<file path="src/rtl/counter_bus_pkg.sv">
// Shared state codes, default bus widths and command record for the counter peripheral bus master.
package counter_bus_pkg;

    localparam int CB_ADDR_W = 2;
    localparam int CB_DATA_W = 8;

    // Bus cycle states; a plain 3-bit code keeps the encoding stable for legacy tooling.
    typedef logic [2:0] state_t;
    localparam state_t ST_IDLE    = 3'd0;
    localparam state_t ST_SETUP   = 3'd1;
    localparam state_t ST_STROBE  = 3'd2;
    localparam state_t ST_HOLD    = 3'd3;
    localparam state_t ST_RECOVER = 3'd4;

    typedef struct packed {
        logic                 write;
        logic [CB_ADDR_W-1:0] addr;
        logic [CB_DATA_W-1:0] wdata;
    } cmd_t;

    function automatic int max3(input int a, input int b, input int c);
        int m;
        m = (a > b) ? a : b;
        return (m > c) ? m : c;
    endfunction

endpackage

</file>
<file path="src/rtl/counter_bus_phase_timer.sv">
// Loadable down-counter that times one bus phase; done is high while the count sits at zero.
module counter_bus_phase_timer #(
    parameter int CNT_W = 3
) (
    input  logic             sclk,
    input  logic             rst,
    input  logic             load,
    input  logic [CNT_W-1:0] load_val,
    output logic             done
);

    logic [CNT_W-1:0] cnt;

    // Holds at zero rather than wrapping, so an idle timer keeps reporting done.
    always_ff @(posedge sclk or posedge rst) begin
        if (rst) begin
            cnt <= '0;
        end else if (load) begin
            cnt <= load_val;
        end else if (cnt != '0) begin
            cnt <= cnt - 1'b1;
        end
    end

    assign done = (cnt == '0);

endmodule

</file>
<file path="src/rtl/counter_bus_master.sv">
// Valid/ready command stream to csq/wrq/rdq strobe cycles for the 4-channel counter register port.
// Define COUNTER_BUS_MASTER_RDBACK_EN to follow every write with a verifying read of the same register.
module counter_bus_master
    import counter_bus_pkg::*;
#(
    parameter int ADDR_W     = CB_ADDR_W,
    parameter int DATA_W     = CB_DATA_W,
    parameter int SETUP_CYC  = 2,
    parameter int STROBE_CYC = 4,
    parameter int HOLD_CYC   = 2
) (
    input  logic              sclk,
    input  logic              rst,
    input  logic              cmd_valid,
    output logic              cmd_ready,
    input  logic              cmd_write,
    input  logic [ADDR_W-1:0] cmd_addr,
    input  logic [DATA_W-1:0] cmd_wdata,
    output logic              rsp_valid,
    output logic [DATA_W-1:0] rsp_rdata,
    output logic              rsp_err,
    output logic              csq,
    output logic              wrq,
    output logic              rdq,
    output logic [ADDR_W-1:0] abus,
    output logic [DATA_W-1:0] dbus_out,
    output logic              dbus_oe,
    input  logic [DATA_W-1:0] dbus_in
);

    localparam int MAX_CYC = max3(SETUP_CYC, STROBE_CYC, HOLD_CYC);
    localparam int CNT_W   = $clog2(MAX_CYC + 1);

    localparam logic [CNT_W-1:0] SETUP_LD  = CNT_W'(SETUP_CYC - 1);
    localparam logic [CNT_W-1:0] STROBE_LD = CNT_W'(STROBE_CYC - 1);

    if (SETUP_CYC < 1) begin : g_bad_setup
        $error("counter_bus_master: SETUP_CYC must be >= 1");
    end
    if (STROBE_CYC < 1) begin : g_bad_strobe
        $error("counter_bus_master: STROBE_CYC must be >= 1");
    end
    if (HOLD_CYC < 1) begin : g_bad_hold
        $error("counter_bus_master: HOLD_CYC must be >= 1");
    end

    state_t            state;
    logic              wr_q;
    logic [ADDR_W-1:0] addr_q;
    logic [DATA_W-1:0] wdata_q;
    logic              pass_wr;
    logic              in_bus;
    logic              accept;
    logic              phase_done;
    logic              timer_load;
    logic [CNT_W-1:0]  timer_val;

    // Handshake: a command transfers on a posedge where cmd_valid and cmd_ready are both high;
    // cmd_ready depends only on the FSM and rst, never on cmd_valid, and the fields are captured then.
    assign cmd_ready = (state == ST_IDLE) & ~rst;
    assign accept    = cmd_valid & cmd_ready;

`ifdef COUNTER_BUS_MASTER_RDBACK_EN
    logic rd_pass;
    logic rsp_err_q;

    // The second pass of a write is a read of the same register.
    assign pass_wr = wr_q & ~rd_pass;
    assign rsp_err = rsp_err_q;
`else
    assign pass_wr = wr_q;
    assign rsp_err = 1'b0;
`endif

    always_comb begin
        timer_load = 1'b0;
        timer_val  = '0;
        case (state)
            ST_IDLE: begin
                if (accept) begin
                    timer_load = 1'b1;
                    timer_val  = SETUP_LD;
                end
            end
            ST_SETUP: begin
                if (phase_done) begin
                    timer_load = 1'b1;
                    timer_val  = STROBE_LD;
                end
            end
            ST_STROBE: begin
                if (phase_done) begin
                    timer_load = 1'b1;
                    timer_val  = CNT_W'(HOLD_CYC - 1);
                end
            end
            ST_RECOVER: begin
                timer_load = 1'b1;
                timer_val  = SETUP_LD;
            end
            default: begin
                timer_load = 1'b0;
            end
        endcase
    end

    counter_bus_phase_timer #(
        .CNT_W(CNT_W)
    ) u_phase_timer (
        .sclk     (sclk),
        .rst      (rst),
        .load     (timer_load),
        .load_val (timer_val),
        .done     (phase_done)
    );

    always_ff @(posedge sclk or posedge rst) begin
        if (rst) begin
            state     <= ST_IDLE;
            wr_q      <= 1'b0;
            addr_q    <= '0;
            wdata_q   <= '0;
            rsp_valid <= 1'b0;
            rsp_rdata <= '0;
`ifdef COUNTER_BUS_MASTER_RDBACK_EN
            rd_pass   <= 1'b0;
            rsp_err_q <= 1'b0;
`endif
        end else begin
            rsp_valid <= 1'b0;
            case (state)
                ST_IDLE: begin
                    if (accept) begin
                        state   <= ST_SETUP;
                        wr_q    <= cmd_write;
                        addr_q  <= cmd_addr;
                        wdata_q <= cmd_wdata;
`ifdef COUNTER_BUS_MASTER_RDBACK_EN
                        rd_pass <= 1'b0;
`endif
                    end
                end
                ST_SETUP: begin
                    if (phase_done) begin
                        state <= ST_STROBE;
                    end
                end
                ST_STROBE: begin
                    if (phase_done) begin
                        state <= ST_HOLD;
                        // Read data is sampled on the edge that closes the last strobe cycle.
                        if (!pass_wr) begin
                            rsp_rdata <= dbus_in;
`ifdef COUNTER_BUS_MASTER_RDBACK_EN
                            rsp_err_q <= rd_pass & (dbus_in != wdata_q);
`endif
                        end
                    end
                end
                ST_HOLD: begin
                    if (phase_done) begin
`ifdef COUNTER_BUS_MASTER_RDBACK_EN
                        if (pass_wr) begin
                            state <= ST_RECOVER;
                        end else begin
                            state     <= ST_IDLE;
                            rsp_valid <= 1'b1;
                        end
`else
                        state     <= ST_IDLE;
                        rsp_valid <= 1'b1;
`endif
                    end
                end
                ST_RECOVER: begin
`ifdef COUNTER_BUS_MASTER_RDBACK_EN
                    state   <= ST_SETUP;
                    rd_pass <= 1'b1;
`else
                    state <= ST_IDLE;
`endif
                end
                default: begin
                    state <= ST_IDLE;
                end
            endcase
        end
    end

    // Bus pins decode straight from the state flops so reset releases them immediately.
    assign in_bus   = (state == ST_SETUP) | (state == ST_STROBE) | (state == ST_HOLD);
    assign csq      = ~in_bus;
    assign wrq      = ~((state == ST_STROBE) & pass_wr);
    assign rdq      = ~((state == ST_STROBE) & ~pass_wr);
    assign dbus_oe  = in_bus & pass_wr;
    assign abus     = addr_q;
    assign dbus_out = wdata_q;

endmodule

</file>
<file path="config.mk">
export PLATFORM = sky130hd
export DESIGN_NAME = counter_bus_master
export DESIGN_NICKNAME = d
export VERILOG_FILES = /design/src/rtl/counter_bus_pkg.sv /design/src/rtl/counter_bus_phase_timer.sv /design/src/rtl/counter_bus_master.sv
export SDC_FILE = /design/constraint.sdc
export NUM_CORES = 1
export LEC_CHECK = 0
export CORE_ASPECT_RATIO = 1.25
export CORE_MARGIN = 1
export CORE_UTILIZATION = 46
export CTS_BUF_LIST = sky130_fd_sc_hd__clkbuf_4 sky130_fd_sc_hd__clkbuf_8
export DETAILED_ROUTE_END_ITERATION = 8
export PLACE_DENSITY = 0.82
export REMOVE_ABC_BUFFERS = 1
export SYNTH_ARGS = -nofsm -noshare
export SYNTH_HDL_FRONTEND = slang
export SYNTH_SLANG_ARGS = --single-unit
</file>
<file path="constraint.sdc">
create_clock -name sclk -period 2.1 [get_ports sclk]
set_input_delay 0.315 -clock sclk [delete_from_list [all_inputs] [get_ports sclk]]
set_output_delay 0.315 -clock sclk [all_outputs]
set_load 0.1 [all_outputs]
</file>
; After elaboration in Yosys (flattened, before gate mapping)
; Cells that the tools add are included.
[totals]
inputBits = 22
register_bits = 26
wordCells = 51
output_inout_bits = 25
[op_classes]
eq_ne = 8
n_reduce_logical = 8
addsub = 1
muxes = 15
n_bitwise = 12
[op_table]
columns = cell, n
row1 = $mux 3, 6
row2 = $pmux 3 s4, 1
row3 = $ne 2x2->1 const B, 4
row4 = $pmux 2 s4, 1
row5 = $eq 3x2->1 const B, 2
row6 = $logic_not 3->1, 2
row7 = $and 1x1->1, 5
row8 = $mux 1, 5
row9 = $not 1->1, 5
row10 = $reduce_and 4->1, 1
row11 = $eq 3x1->1 const B, 1
row12 = $eq 3x3->1 const B, 1
row13 = $pmux 1 s3, 1
row14 = $reduce_and 3->1, 1
row15 = $reduce_bool 3->1, 1
row16 = $sub 3x1->3 const B, 1
row17 = $mux 2, 1
row18 = $or 1x1->1, 2
row19 = $reduce_and 2->1, 1
row20 = $reduce_bool 2->1, 1
row21 = $reduce_or 2->1, 1

; Longest topological paths before layout
; Gate-level depths: netlist of the first run.
[depth]
ltp_word = 6
ltp_mapped = 6
ltp_nobuf = 5

; Cells and area by module
; A second synthesis of the first run with hierarchy kept.
[hier_totals]
cells_unflattened = 94
hier_area_um2 = 1227.4
[by_module_without_submodules]
columns = mod, area_per_inst_um2, seq_area_each_um2, cells_each, instances
row1 = counter_bus_master, 1023.5, 550.5, 72, 1
row2 = counter_bus_phase_timer, 203.9, 75.1, 22, 1

; Worst setup path after synthesis of the first run
; OpenSTA, ideal clock, no wires.
[synth_timing]
path_type = register -> output
from = reg state[0]
to = out dbus_oe
required_ps = 1785
t_arrival_ps = 2509
stages_incl_launch_ff = 4
slack_ps = -724
path_buffers = 0
path_cell_list = dfrtp_1 > inv_1 > ha_1 > nor2b_1
[synth_via]
elab_chain_cells = 4
elab_cells_between_ends = 6
cone_classes = eq/ne: 3 / bitwise: 3
[synth_rtl]
columns = element, line_no
row1 = start: declaration, counter_bus_master.sv:47  ; state_t state;
row2 = start signal: assignment, counter_bus_master.sv:119  ; state <= ST_IDLE;
row3 = start signal: assignment, counter_bus_master.sv:134  ; state <= ST_SETUP;
row4 = start signal: assignment, counter_bus_master.sv:145  ; state <= ST_STROBE;
row5 = $eq 3x1->1 / $eq 3x2->1 (equally long branches), counter_bus_master.sv:191  ; assign in_bus = (state == ST_SETUP) | (state == ST_STROBE) | (state == ST_HOLD);
row6 = $or 1x1->1, counter_bus_master.sv:191
row7 = $or 1x1->1 (*), counter_bus_master.sv:191
row8 = $and 1x1->1 (*), counter_bus_master.sv:195  ; assign dbus_oe = in_bus & pass_wr;
row9 = end: declaration, counter_bus_master.sv:27  ; output logic dbus_oe,
; Every way passes the cells marked *; elsewhere a longest branch is shown, timed or not.

; Final worst setup path of the first run
[layout_timing]
from = reg state[0]
to = out cmd_ready
[layout_via]
elab_chain_cells = 2
[layout_rtl]
columns = element, line_no
row1 = $logic_not 3->1, counter_bus_master.sv:60  ; assign cmd_ready = (state == ST_IDLE) & ~rst;
row2 = $and 1x1->1, counter_bus_master.sv:60
row3 = end: declaration, counter_bus_master.sv:15  ; output logic cmd_ready,
; Every way passes these cells.

==> run_results.csv, run 1 <==
group,metric,value,unit
grt,overflow,0,
sta,fmax,508,MHz
detailed_routing,via_per_inst,4.98,
worst_setup_path,path_max_fanout,4,
clock_tree,numCtsBuffers,3,
detailed_routing,dr_wl_met3,98,um
sta,setup_viol,0,
place,portBuffers,45,
run_status,status,"complete, no violations",
grt,grt_pass1_wl,4010,um
clock_tree,numClockSinks,25,
finish,final_layout_size_suffix_gt1_share,39.7,%
detailed_routing,wl_per_cell,14.2,um
clock_tree,clockBufferDepth,2,
floorplanning,dieArea,3030,um2
yosys,yosysUniqueCellTypes,30,
worst_setup_path,worstReg2RegEnd,"rsp_rdata[0]",
worst_setup_path,r2r_setup_slack,0.44,ns
floorplanning,ios,47,
floorplanning,start_util,48.3,%
detailed_routing,wl_met1,1010,um
sta,finalCritPeriodShare,93.7,%
worst_hold_path,hp-class,"input pin to asynchronous set/reset pin",
flow_run,drv_cap,0,
yosys,synth_top_family_by_area,"multiplexers",
place,routabilityCongestion,0.859,
yosys,synth_warnings,0,
finish,final_nets,172,
worst_setup_path,start_kind,"register",
yosys,synth_xor_area_share,0,%
detailed_routing,drt_iter0_markers,19,
yosys,yosys_register_bits,25,
detailed_routing,route.met2.wl,1310,um
floorplanning,die_h,61.3,um
detailed_routing,ant_nets,0,
detailed_routing,drc,0,
clock_tree,clkTransAtPathRegs,0.13,ns
floorplanning,fp.dieW,49.4,um
detailed_routing,via_count,871,
grt,antenna_found_initial,0,
detailed_routing,highest_layer,"met4",
place,hpwl,1950,um
clock_tree,cts_setup_buffers,0,
worst_setup_path,worstPathArrival,1.65,ns
clock_tree,htreeDepth,1,
floorplanning,rows,21,
worst_setup_path,r2r-start,"state[0]",
sta,skew,0.00440,ns
grt,grt_pass1_vias,882,
yosys,synth_area_per_cell,13.9,um2
yosys,synth_compound_area_share,5.03,%
worst_setup_path,worstSetupPathType,"register to output pin",
worst_setup_path,cp.required,1.78,ns
floorplanning,coreArea,2680,um2
sta,rsz0062_at_grt,"false",
yosys,synthSimpleGateAreaFrac,12.9,%
place,dp_slack,0.421,ns
sta,slew_viol_final,0,
clock_tree,insertion_delay,0.32,ns
finish,fillers,204,
worst_setup_path,crit_path_end_kind,"output pin",
yosys,yosys.area_share.adder,7.74,%
yosys,synth.yosys.seq_area_share,48.4,%
finish,n_antenna_cell,0,
detailed_routing,first_pass_iters,6,
grt,grt_usage,18.0,%
sta,finalCriticalPeriod,1.97,ns
yosys,syn_area,1290,um2
yosys,synthMuxAreaShare,22.2,%
detailed_routing,wl,2490,um
clock_tree,root_buffer,"clkbuf_4",
grt,grt_max_degree,26,
finish,syn2layout_area_growth,39.7,%
worst_setup_path,r2r_cells,5,
clock_tree,tritoncts,"done",
sta,hold_violations,0,
sta,worst_slack,0.132,ns
yosys,syn_inst,93,
cells in the final DEF (no fill, tap or decap), drive strengths merged:
master	n
clkbuf	3
o22ai	1
buf	25
nor3	2
o2bb2ai	1
mux2	21
ha	8
clkdlybuf4s50	21
nand3b	2
and2b	1
nor2b	3
nor2	5
o21ai	2
nand2	3
inv	7
dfrtp	25
clkinv	1
a32o	1
or3b	1
nand2b	3
conb	1
mux2i	1
a311o	1
a21oi	1
o32ai	1
cells in the mapped netlist:
cell type  number  area share, %
a21oi_1         1           0.39
a311o_1         1           0.77
a32o_1          1           0.77
and2b_4         1           0.77
buf_4           1           0.58
buf_6           1           0.87
conb_1          1           0.29
dfrtp_1        25             48
ha_1            8            7.7
inv_1           7            2.0
mux2_1          3            2.6
mux2_2          7            6.1
mux2_4         11             13
mux2i_1         1           0.77
nand2_1         3           0.87
nand2b_1        1           0.48
nand2b_2        1           0.68
nand2b_4        1            1.1
nand3b_1        1           0.58
nand3b_4        1            1.5
nor2_1          4            1.2
nor2_8          1            1.5
nor2b_1         3            1.5
nor3_2          1           0.77
nor3_4          1            1.3
o21ai_0         2           0.77
o22ai_1         1           0.48
o2bb2ai_2       1            1.2
o32ai_1         1           0.68
or3b_1          1           0.68
layer usage:
metal	up-vias	track usage, %
met5	-	0
li1	409	-
met2	27	30.3
met1	428	22.0
met3	7	2.96
met4	0	11.4
critical path, cell delays in order (launching register included):
cell and delay [ns]:
dfrtp_1 0.44, inv_1 0.16, ha_2 0.27, nor2b_1 0.26
buf_12 0.21
worst max-delay path by stage:
| stage | slack [ns] | startpoint | to | cells after the start |
|---|---|---|---|---|
| 2_1_floorplan | -0.72 | state[0] | dbus_oe | 3 |
| 3_3_place_gp | 0.48 | rst | state[0] | 4 |
| 3_5_place_dp | 0.42 | rst | state[0] | 4 |
| 4_1_cts | 0.07 | state[0] | cmd_ready | 4 |
| 5_1_grt | 0.06 | state[0] | cmd_ready | 4 |
| 6_report | 0.13 | state[0] | cmd_ready | 4 |
metrics by stage:
step / util [%] / hold slack [ns] / TNS (ns) / std cells / instance area (um2)
2_1_floorplan: - / 0.342 / -1.08 / 91 / 1270
3_5_place_dp: 66.3 / 0.487 / 0 / 171 / 1780
4_1_cts: 67.4 / 0.403 / 0 / 175 / 1810
6_report: 67.5 / 0.401 / 0 / 175 / 1810
5_1_grt: 67.5 / 0.434 / 0 / 175 / 1810
3_3_place_gp: 66.3 / 0.468 / 0 / 171 / 1780
area by class of cell:
type	instances	area, um2	share of cell area (%)
timing repair buffer	46	460	25.5
sequential	25	626	34.6
tap	34	42.5	2.35
inverter	7	26.3	1.45
clock inverter	1	5.00	0.277
clock buffer	3	22.5	1.25
multi-input combinational	59	626	34.6
sequential cells by signal (all words and copies together), names as in the netlist:
name,count
pass_wr,1
rsp_valid,1
dbus_out,8
rsp_rdata,8
state,2
u_phase_timer.cnt,3
abus,2
cells by family after synthesis:
family,count (synthesis)
buffers and inverters,9
flip-flops,25
adder cells (fa/ha/maj),8
AO/OA/AOI/OAI,8
AND/OR/NAND/NOR,20
other,1
multiplexers,22
timing repair:
action	in CTS	in global routing
hold buffers	0	0
setup endpoints to repair	0	1
resized for setup	0	1
Power of run 1 is left out: the tool's default activity adds up to more than one toggle a clock period on the data nets, which glitch-free logic cannot reach.
==> inputs of run 2 (changes only) <==
--- a/config.mk
+++ b/config.mk
@@ -7,10 +7,11 @@
 export LEC_CHECK = 0
 export CORE_ASPECT_RATIO = 1.25
 export CORE_MARGIN = 1
-export CORE_UTILIZATION = 46
+export CORE_UTILIZATION = 35
 export CTS_BUF_LIST = sky130_fd_sc_hd__clkbuf_4 sky130_fd_sc_hd__clkbuf_8
+export CTS_CLUSTER_SIZE = 14
 export DETAILED_ROUTE_END_ITERATION = 8
-export PLACE_DENSITY = 0.82
+export PLACE_DENSITY = 0.65
 export REMOVE_ABC_BUFFERS = 1
 export SYNTH_ARGS = -nofsm -noshare
 export SYNTH_HDL_FRONTEND = slang
==> constraint.sdc (replaced) <==
create_clock -name sclk -period 2.6 [get_ports sclk]
set_input_delay 0.39 -clock sclk [delete_from_list [all_inputs] [get_ports sclk]]
set_output_delay 0.39 -clock sclk [all_outputs]
set_load 0.1 [all_outputs]
==> run 2 against run 1 <==
Net effect: clock-buffer cell count unchanged; die area increased by 30%; cell area decreased by 2.2%; flip-flop and latch count unchanged; global-route usage decreased by 4.2 points; largest cell class unchanged.
==> run_results.csv, run 2 (synthesis results as in run 1) <==
group,metric,value,unit
detailed_routing,via_per_inst,4.76,
worst_setup_path,r2r_cells,5,
sta,skew,0.00222,ns
finish,syn2layout_area_growth,36.7,%
sta,slew_viol_final,0,
worst_hold_path,holdPathEnd,"rsp_rdata[5]",
clock_tree,cts_setup_buffers,0,
worst_setup_path,worstPathArrival,1.57,ns
grt,grt_pass1_vias,964,
clock_tree,hold_buffers,0,
grt,antenna_found_initial,0,
finish,final_util,50.3,%
finish,final_layout_size_suffix_gt1_share,39.0,%
grt,overflow,0,
sta,holdWs,0.496,ns
sta,setup_viol,0,
detailed_routing,wl_per_cell,13.7,um
grt,grt_max_degree,16,
clock_tree,htreeDepth,1,
clock_tree,insertion_delay,0.26,ns
clock_tree,root_buffer,"clkbuf_8",
detailed_routing,first_pass_iters,4,
sta,finalCriticalPeriod,1.96,ns
detailed_routing,drc,0,
sta,rsz0062_at_grt,"false",
clock_tree,clkTransAtPathRegs,0.08,ns
worst_setup_path,worstSetupPathType,"register to output pin",
floorplanning,dieArea,3950,um2
clock_tree,ctsResizeCount,0,
grt,grt_usage,13.8,%
worst_setup_path,cp.required,2.21,ns
sta,hold_violations,0,
floorplanning,start_util,36.8,%
grt,grt_pass1_wl,4370,um
floorplanning,die_h,70.0,um
worst_hold_path,hp-class,"register to register",
finish,final_nets,172,
floorplanning,rows,24,
finish,n_antenna_cell,0,
worst_setup_path,start_kind,"register",
clock_tree,tritoncts,"done",
worst_hold_path,hold_depth,1,
worst_setup_path,worstReg2RegEnd,"u_phase_timer.cnt[1]",
worst_setup_path,crit_path_end_kind,"output pin",
detailed_routing,drt_iter0_markers,15,
clock_tree,numCtsBuffers,3,
worst_setup_path,path_max_fanout,4,
detailed_routing,wl,2470,um
finish,fillers,316,
finish,final_cell_mix,"dfrtp_1 (25), buf_4 (25), clkdlybuf4s50_1 (21)",
run_status,status,"complete, no violations",
worst_hold_path,min_from,"rsp_rdata[5]",
worst_setup_path,r2r_setup_slack,0.93,ns
place,hpwl,2010,um
clock_tree,numClockSinks,25,
detailed_routing,ant_nets,0,
sta,fin_tns_setup,0,ns
sta,finalCritPeriodShare,75.3,%
floorplanning,ios,47,
floorplanning,fp.dieW,56.4,um
floorplanning,coreArea,3510,um2
clock_tree,clockBufferDepth,2,
place,routabilityCongestion,0.761,
worst_setup_path,r2r-start,"state[0]",
sta,fmax,511,MHz
detailed_routing,via_count,856,
place,portBuffers,45,
flow_run,drv_cap,0,
run 2: cell count changes in the layout (fill, tap and decap cells not counted):
cell / before / now
clkbuf_4: 3 / 0
ha_2: 1 / 0
buf_4: 20 / 25
buf_12: 5 / 0
clkbuf_8: 0 / 3
ha_1: 7 / 8
run 2: how the worst max path moves through the flow:
stage,start,to,slack [ns],cells past startpoint
finish,state[0],cmd_ready,0.64,4
global route,state[0],cmd_ready,0.48,4
CTS,state[0],cmd_ready,0.63,4
detailed placement,rst,u_phase_timer.cnt[1],0.82,4
global placement,rst,state[0],0.88,4
floorplan,state[0],dbus_oe,-0.30,3
run 2: layout make-up:
| class | count | area, um2 | share of cell area, % |
|---|---|---|---|
| Clock buffer | 3 | 41.3 | 2.34 |
| Inverter | 7 | 26.3 | 1.49 |
| Tap cell | 39 | 48.8 | 2.76 |
| Multi-Input combinational cell | 59 | 623 | 35.2 |
| Sequential cell | 25 | 626 | 35.4 |
| Clock inverter | 1 | 5.00 | 0.283 |
| Timing Repair Buffer | 46 | 398 | 22.5 |
run 2: stage by stage:
step                std cells  worst slack, ns  cell area, um2
floorplan                  91           -0.299            1270
global placement          176            0.884            1720
detailed placement        176            0.823            1720
CTS                       180            0.629            1770
global route              180            0.481            1770
finish                    180            0.641            1770
run 2: critical path, stage by stage (launching register included):
cell and delay, ns:
dfrtp_1 0.42, inv_1 0.14, ha_1 0.30, nor2b_1 0.16, buf_4 0.29
run 2: per-layer routing:
metal  track usage [%]  vias up  routed length [um]  share of wire (%)
met4              2.44        0                  10               0.41
met3              3.15        2                 122                4.9
met2              25.0       23                1300                 53
met5                 0        -                   0                  0
li1                  -      415                   -                  -
met1              16.6      416                1030                 42
Power of run 2 is left out for the same reason.
